$ cat config.mk
export PLATFORM = sky130hd
export DESIGN_NAME = btn_event
export DESIGN_NICKNAME = d
export VERILOG_FILES = /design/src/rtl/btn_event.sv
export SDC_FILE = /design/constraint.sdc
export NUM_CORES = 1
export LEC_CHECK = 0
export CORE_AREA = 4 4 81 83
export CTS_CLUSTER_DIAMETER = 40
export CTS_CLUSTER_SIZE = 8
export DETAILED_ROUTE_END_ITERATION = 7
export DIE_AREA = 0 0 85 87
export GPL_TIMING_DRIVEN = 0
export MAX_ROUTING_LAYER = met4
export PLACE_DENSITY_LB_ADDON = 0.12
export SETUP_SLACK_MARGIN = 0.02
export SYNTH_ARGS = -nofsm -noshare
export SYNTH_HDL_FRONTEND = slang
export SYNTH_SLANG_ARGS = --single-unit
$ cat constraint.sdc
create_clock -name clk -period 4.4 [get_ports clk]
set_clock_uncertainty 0.2 [all_clocks]
set_input_delay 0.88 -clock clk [delete_from_list [all_inputs] [get_ports clk]]
set_output_delay 0.88 -clock clk [all_outputs]
set_load 0.1 [all_outputs]
$ cat src/rtl/btn_event.sv
// Decodes a debounced button level into single-cycle press/release/click/
// double-click/long-press/auto-repeat pulses, using a prescaled 1 ms timebase.
module btn_event #(
  parameter int TICK_DIV  = 100000,
  parameter int LONG_MS   = 1000,
  parameter int REPEAT_MS = 200,
  parameter int DCLICK_MS = 300,
  parameter int CW        = 16
) (
  input  logic clk,
  input  logic rst,
  input  logic btn_ok,
  output logic held,
  output logic press_p,
  output logic release_p,
  output logic click_p,
  output logic dbl_p,
  output logic long_p,
  output logic rpt_p
);

  localparam int PW = (TICK_DIV > 1) ? $clog2(TICK_DIV) : 1;
  localparam logic [PW-1:0] PRE_LAST = PW'(TICK_DIV - 1);
  localparam logic [CW-1:0] LONG_V   = CW'(LONG_MS);
  localparam logic [CW-1:0] DCLICK_V = CW'(DCLICK_MS);
  localparam logic [CW-1:0] RPT_LAST = CW'(REPEAT_MS - 1);

  typedef enum logic [2:0] {IDLE, PRESS, LONG, WAIT, PRESS2} state_t;

  logic          s1, s, sp;
  logic          rise, fall, tick;
  logic [PW-1:0] pre;
  logic [CW-1:0] ms, ms_next, rc;
  logic          long_hit, dclick_hit;
  state_t        state;

  // NOTE: non-blocking assignments make every flop sample the pre-edge value,
  // so this chain is a true 2-FF synchronizer plus edge register.
  always_ff @(posedge clk or posedge rst) begin
    if (rst) begin
      s1 <= 1'b0;
      s  <= 1'b0;
      sp <= 1'b0;
    end else begin
      s1 <= btn_ok;
      s  <= s1;
      sp <= s;
    end
  end

  assign held = s;
  assign rise = s & ~sp;
  assign fall = ~s & sp;
  assign tick = (pre == PRE_LAST);

  // ms saturates at all-ones; the timeouts fire on the tick that brings ms to the limit
  assign ms_next    = (ms == '1) ? ms : ms + CW'(1);
  assign long_hit   = tick && (ms_next == LONG_V);
  assign dclick_hit = tick && (ms_next == DCLICK_V);

  always_ff @(posedge clk or posedge rst) begin
    if (rst) begin
      pre <= '0;
      ms  <= '0;
    end else if (rise || fall) begin
      pre <= '0;
      ms  <= '0;
    end else if (tick) begin
      pre <= '0;
      ms  <= ms_next;
    end else begin
      pre <= pre + PW'(1);
    end
  end

  always_ff @(posedge clk or posedge rst) begin
    if (rst) begin
      state     <= IDLE;
      rc        <= '0;
      press_p   <= 1'b0;
      release_p <= 1'b0;
      click_p   <= 1'b0;
      dbl_p     <= 1'b0;
      long_p    <= 1'b0;
      rpt_p     <= 1'b0;
    end else begin
      press_p   <= 1'b0;
      release_p <= 1'b0;
      click_p   <= 1'b0;
      dbl_p     <= 1'b0;
      long_p    <= 1'b0;
      rpt_p     <= 1'b0;
      case (state)
        IDLE: begin
          if (rise) begin
            press_p <= 1'b1;
            state   <= PRESS;
          end
        end
        PRESS, PRESS2: begin
          // an edge beats a timeout landing in the same cycle
          if (fall) begin
            release_p <= 1'b1;
            state     <= (state == PRESS) ? WAIT : IDLE;
          end else if (long_hit) begin
            long_p <= 1'b1;
            rc     <= '0;
            state  <= LONG;
          end
        end
        LONG: begin
          if (fall) begin
            release_p <= 1'b1;
            state     <= IDLE;
          end else if (tick) begin
            if (rc == RPT_LAST) begin
              rpt_p <= 1'b1;
              rc    <= '0;
            end else begin
              rc <= rc + CW'(1);
            end
          end
        end
        WAIT: begin
          if (rise) begin
            press_p <= 1'b1;
            dbl_p   <= 1'b1;
            state   <= PRESS2;
          end else if (dclick_hit) begin
            click_p <= 1'b1;
            state   <= IDLE;
          end
        end
        default: state <= IDLE;
      endcase
    end
  end

endmodule

* Word level (Yosys, flattened, before mapping)
Cells that the tools add are included.
** Word-level totals
- Input bits :: 3
- Register bits after elaboration :: 61
- Output and inout port bits :: 7
- Logic and storage cells :: 82
** Cells by class
- Equality and inequality tests :: 17
- $add $sub $neg :: 3
- Reductions and logical operators :: 11
- Bitwise operators :: 4
- Multiplexer cells :: 34
** Operators with widths (count)
- two-way mux 16 bit :: 8
- two-way mux 17 bit :: 2
- adder 16 x 1 -> 16 bit (second input constant) :: 2
- one-hot mux 16 bit (2 select lines) :: 1
- two-way mux 3 bit :: 6
- adder 17 x 1 -> 17 bit (second input constant) :: 1
- equality test 17 bit (second input constant) :: 1
- equality test 16 x 10 -> 1 bit (second input constant) :: 1
- equality test 16 bit (second input constant) :: 1
- equality test 16 x 8 -> 1 bit (second input constant) :: 1
- equality test 16 x 9 -> 1 bit (second input constant) :: 1
- two-way mux 1 bit :: 15
- inequality test 2 bit (second input constant) :: 6
- one-hot mux 3 bit (4 select lines) :: 1
- equality test 3 x 2 -> 1 bit (second input constant) :: 2
- inequality test 3 bit (second input constant) :: 2
- AND reduction 5 bit :: 1
- AND reduction 4 bit :: 1
- nonzero test 2 bit :: 2
- OR reduction 2 bit :: 2
- equality test 3 x 1 -> 1 bit (second input constant) :: 1
- equality test 3 bit (second input constant) :: 1
- logical NOT 3 bit :: 1
- OR reduction 3 bit :: 1
- 5 further kinds :: 8

* Depth between registers and ports, before layout
Gate-level depths: netlist of the first run.
- Depth after elaboration :: 7
- Depth in mapped cells :: 11
- Mapped depth without buffers :: 9

* Worst setup path before layout of the first run
OpenSTA, ideal clock, no wires.
- Path kind :: register -> register
- Start point :: register ms[0]
- End point :: register rc[15]
- Period minus slack after synthesis :: 3.321 ns
- Setup time :: 0.095 ns
- Setup slack :: 1.079 ns
- Arrival :: 3.025 ns
- Buffers on the path :: 2
- Data required time :: 4.105 ns
- Cell stages (with the launch flop) :: 12
- Path through :: dfrtp_1 ha_1 nand3_1 nor4_1 xnor2_1 nand4_2 a2111oi_4 a21boi_2 or3_1 clkbuf_2 buf_6 o31ai_1
** On the way
- Word-level cells in the longest chain between the ends :: 6
- Elaborated cells on any way between the ends :: 7
- Those cells by class :: 1 x add/sub; 3 x eq/ne; 1 x mux; 2 x reduce/logical
** Ends and longest elaborated chain
- from (decl) :: line 33 : logic [CW-1:0] ms, ms_next, rc;
- from (signal assigned) :: line 70 : ms <= ms_next;
- adder 16 x 1 -> 16 bit or equality test 16 bit (tied branches) :: line 57 : assign ms_next = (ms == '1) ? ms : ms + CW'(1);
- two-way mux 16 bit (*) :: line 57
- equality test 16 x 10 -> 1 bit (*) :: line 58 : assign long_hit = tick && (ms_next == LONG_V);
- logical AND 1 bit (*) :: line 58
- inequality test 2 bit (no source line) (*)
- AND reduction 5 bit (no source line) (*)
- to (signal assigned) :: line 120 : rc <= rc + CW'(1);
- to (decl) :: line 33
Every way passes the cells marked *; elsewhere a longest branch is shown, timed or not.
A chain may end at the register's enable or synchronous reset.

* Worst setup path after layout of the first run
- Start point :: register ms[0]
- End point :: register rc[4]
The elaborated chain is that of the path after synthesis.

==> results.yml, run 1 <==
status:
  status: "completed"
sta:
  slew_headroom_pct: 35.4
  clock.fmax_mhz: 259
  worstMarginPinSlew_ps: 967
  hold_violations: 0
  grt_setup_unrepaired: "false"
  finalCriticalPeriod_ps: 3860
  finalCritPeriodShare_pct: 87.7
  setup-violations-final: 0
  final.setup.worst_slack_ps: 542
  setup_tns_ps: 0
  final-max-slew-violation-count: 0
routing:
  dr.pass1.iters: 5
  drc_errors: 0
  wire_per_inst_um: 15.1
  vias: 2895
  routed_wl_mm: 7.22
  antenna_left: 0
  viasPerCell: 6.07
  drt-initial-drc-count: 220
logic_synthesis:
  synthTopCellsByArea: "dfrtp_1, o31ai_1, nor2_1, nand2_1, xnor2_1"
  synthFlopType: "dfrtp_1"
  yosysTopAreaCellShare_pct: 44.3
  synth-seq-cells: 61
  synth-compound-area-share_pct: 16.1
  yosysTopAreaCell: "dfrtp_1"
  synthAdderAreaFrac_pct: 1.81
  yosys-mux-area-fraction_pct: 0.290
  syn_inst: 376
  synth_edf_count: 0
  synth_cell_types: 51
  ys_seq_area_share_pct: 44.3
  syn_area_per_cell_um2: 9.17
  yosys_warnings: 0
  syn_area_um2: 3450
  synth-simple-area-share_pct: 27.7
  synth_top_family_by_area: "simple AND/OR/NAND/NOR gates"
  synth.net_count: 384
  synthXorXnorAreaFrac_pct: 6.35
  async_flop_share_pct: 100
placed_design:
  io_buffers: 9
  gp_congestion: 0.875
  dp.final_hpwl_mm: 5.00
  dp_slack_ps: 547
cts:
  clockRootBuffer: "clkbuf_8"
  cts-hold-fix-buffers: 0
  cts_max_level: 3
  cts-resized-gates: 0
  clk_transition_reported_paths_ps: 70
  clk-insertion-delay-late_ps: 340
  cts_made_buffers: 9
  cts_setup_buffers: 0
  cts.path.max_buffers: 2
  cts_tree: "done"
  cts_sinks: 61
floorplan:
  fp-row-count: 28
  initial_utilization_pct: 59.0
  num_io_pins: 10
  die_w_um: 85
  die_h_um: 87
  design.core.area_um2: 5850
  die_area_um2: 7400
finish:
  n_antenna_cell: 0
  layout.nets: 405
  layout-drive-gt1-share_pct: 8.46
  syn2layout_area_growth_pct: 11.1
  layout_common_cells: "dfrtp_1, nor2_1, nand2_1"
  final_common_cell: "dfrtp_1"
power_and_ir_drop:
  peakVddDrop_mv: 0.257
  leakagePower_uw: 0.00159
  p_per_area_nw_per_um2: 350
critical_path:
  cp_max_fo: 10
  required_ps: 4440
  setup.worst_path.start: "ms[0]"
  critPathKind: "flop to flop"
  r2r-start: "ms[0]"
  critical_path_arrival_ps: 3900
  cp-end-kind: "flop"
  start_kind: "flop"
grt:
  met1_usage_pct: 30.1
  grt_pass1_wl_mm: 12.9
  top_usage_layer: "met2"
  grt_pass1_vias: 2804
  antenna_found_initial: 0
  overflow: 0
  gr-usage-met3_pct: 3.41
  grt_max_degree: 33
  grt_usage_pct: 22.2
  grt_util_met2_pct: 33.3
job:
  maxCapViolCount: 0
hold_path:
  worstHoldStart: "s1"
  hp-class: "flop to flop"
-- flip-flops by register name (all words and copies together), names as in the netlist --
signal	cells
pre	17
ms	16
rc	16
state	3
click_p	1
dbl_p	1
held	1
long_p	1
press_p	1
release_p	1
rpt_p	1
s1	1
sp	1
-- layer usage --
metal | up-vias | part of all wire, %
li1 | 1405 | -
met1 | 1397 | 48
met2 | 76 | 46
met3 | 17 | 3.8
met4 | 0 | 2.2
met5 | - | 0
-- cell usage after synthesis, types with 7 or more instances --
cell	n
nand2_1	31
xnor2_1	13
dfrtp_1	61
xor2_1	12
o31ai_1	22
a21oi_1	18
and2_1	13
inv_1	12
or3_1	7
nor3_1	12
clkbuf_1	11
nand3_1	18
and3_1	13
nand4_1	11
o21ai_0	21
nor2_1	34
-- critical path, cell delays in order (launching register included) --
cell	delay [ps]
dfrtp_1	430
ha_1	320
nand3_1	260
nor4_1	540
xnor2_1	190
nand4_2	160
a2111oi_4	490
a21boi_2	230
or3_1	380
clkbuf_2	170
buf_6	160
o31ai_1	220
-- logic make-up after synthesis --
group | Yosys count
buffers and inverters | 29
multiplexers | 1
flip-flops | 61
AND/OR/NAND/NOR | 173
AO/OA/AOI/OAI | 82
adder cells (fa/ha/maj) | 5
XOR/XNOR | 25
-- per-stage QoR --
stage	util (%)	instances	instance area, um^2	power (uW)	hold slack (ps)
3_3_place_gp	62.1	460	3630	889	134
5_1_grt	65.5	477	3830	1410	165
3_5_place_dp	62.4	461	3650	896	149
4_1_cts	65.5	477	3830	1350	163
6_report	65.5	477	3830	1340	157
2_1_floorplan	-	376	3450	831	131
-- power breakdown --
part | switching, uW | internal [uW]
logic | 198 | 90.4
registers | 13.3 | 586
clock network | 218 | 235
-- layout make-up --
type | instances | area, um^2
repair buffers | 10 | 110
flip-flops and latches | 61 | 1530
inverters | 12 | 45.0
clock inverters | 3 | 20.0
fillers | 464 | 2020
plain buffers | 17 | 76.3
well taps | 75 | 93.8
clock buffers | 13 | 159
multi-input cells | 286 | 1800
-- worst paths after layout --
kind,cells after the start,slack (ps),to
setup / recovery,11,540,rc[4]
hold / removal,0,160,held
setup reg to reg,11,540,rc[4]
hold reg to reg,0,160,held
max in group asynchronous,3,2650,ms[1]
min in group asynchronous,2,750,rc[14]
No activity file was read; power rests on OpenSTA's default activity.
==> inputs of run 2 (changes only) <==
- clock period: 4.4 -> 4.7 ns (I/O delays scaled with it)
==> results of run 2 <==
The final DEF is identical to that of run 1. Status: completed.
Among the figures that moved: setup slack after placement 547 ps -> 847 ps; setup slack after layout 542 ps -> 842 ps; register-to-register setup slack 540 ps -> 840 ps; total power 1340 uW -> 1250 uW; worst IR drop on VDD 0.257 mV -> 0.241 mV
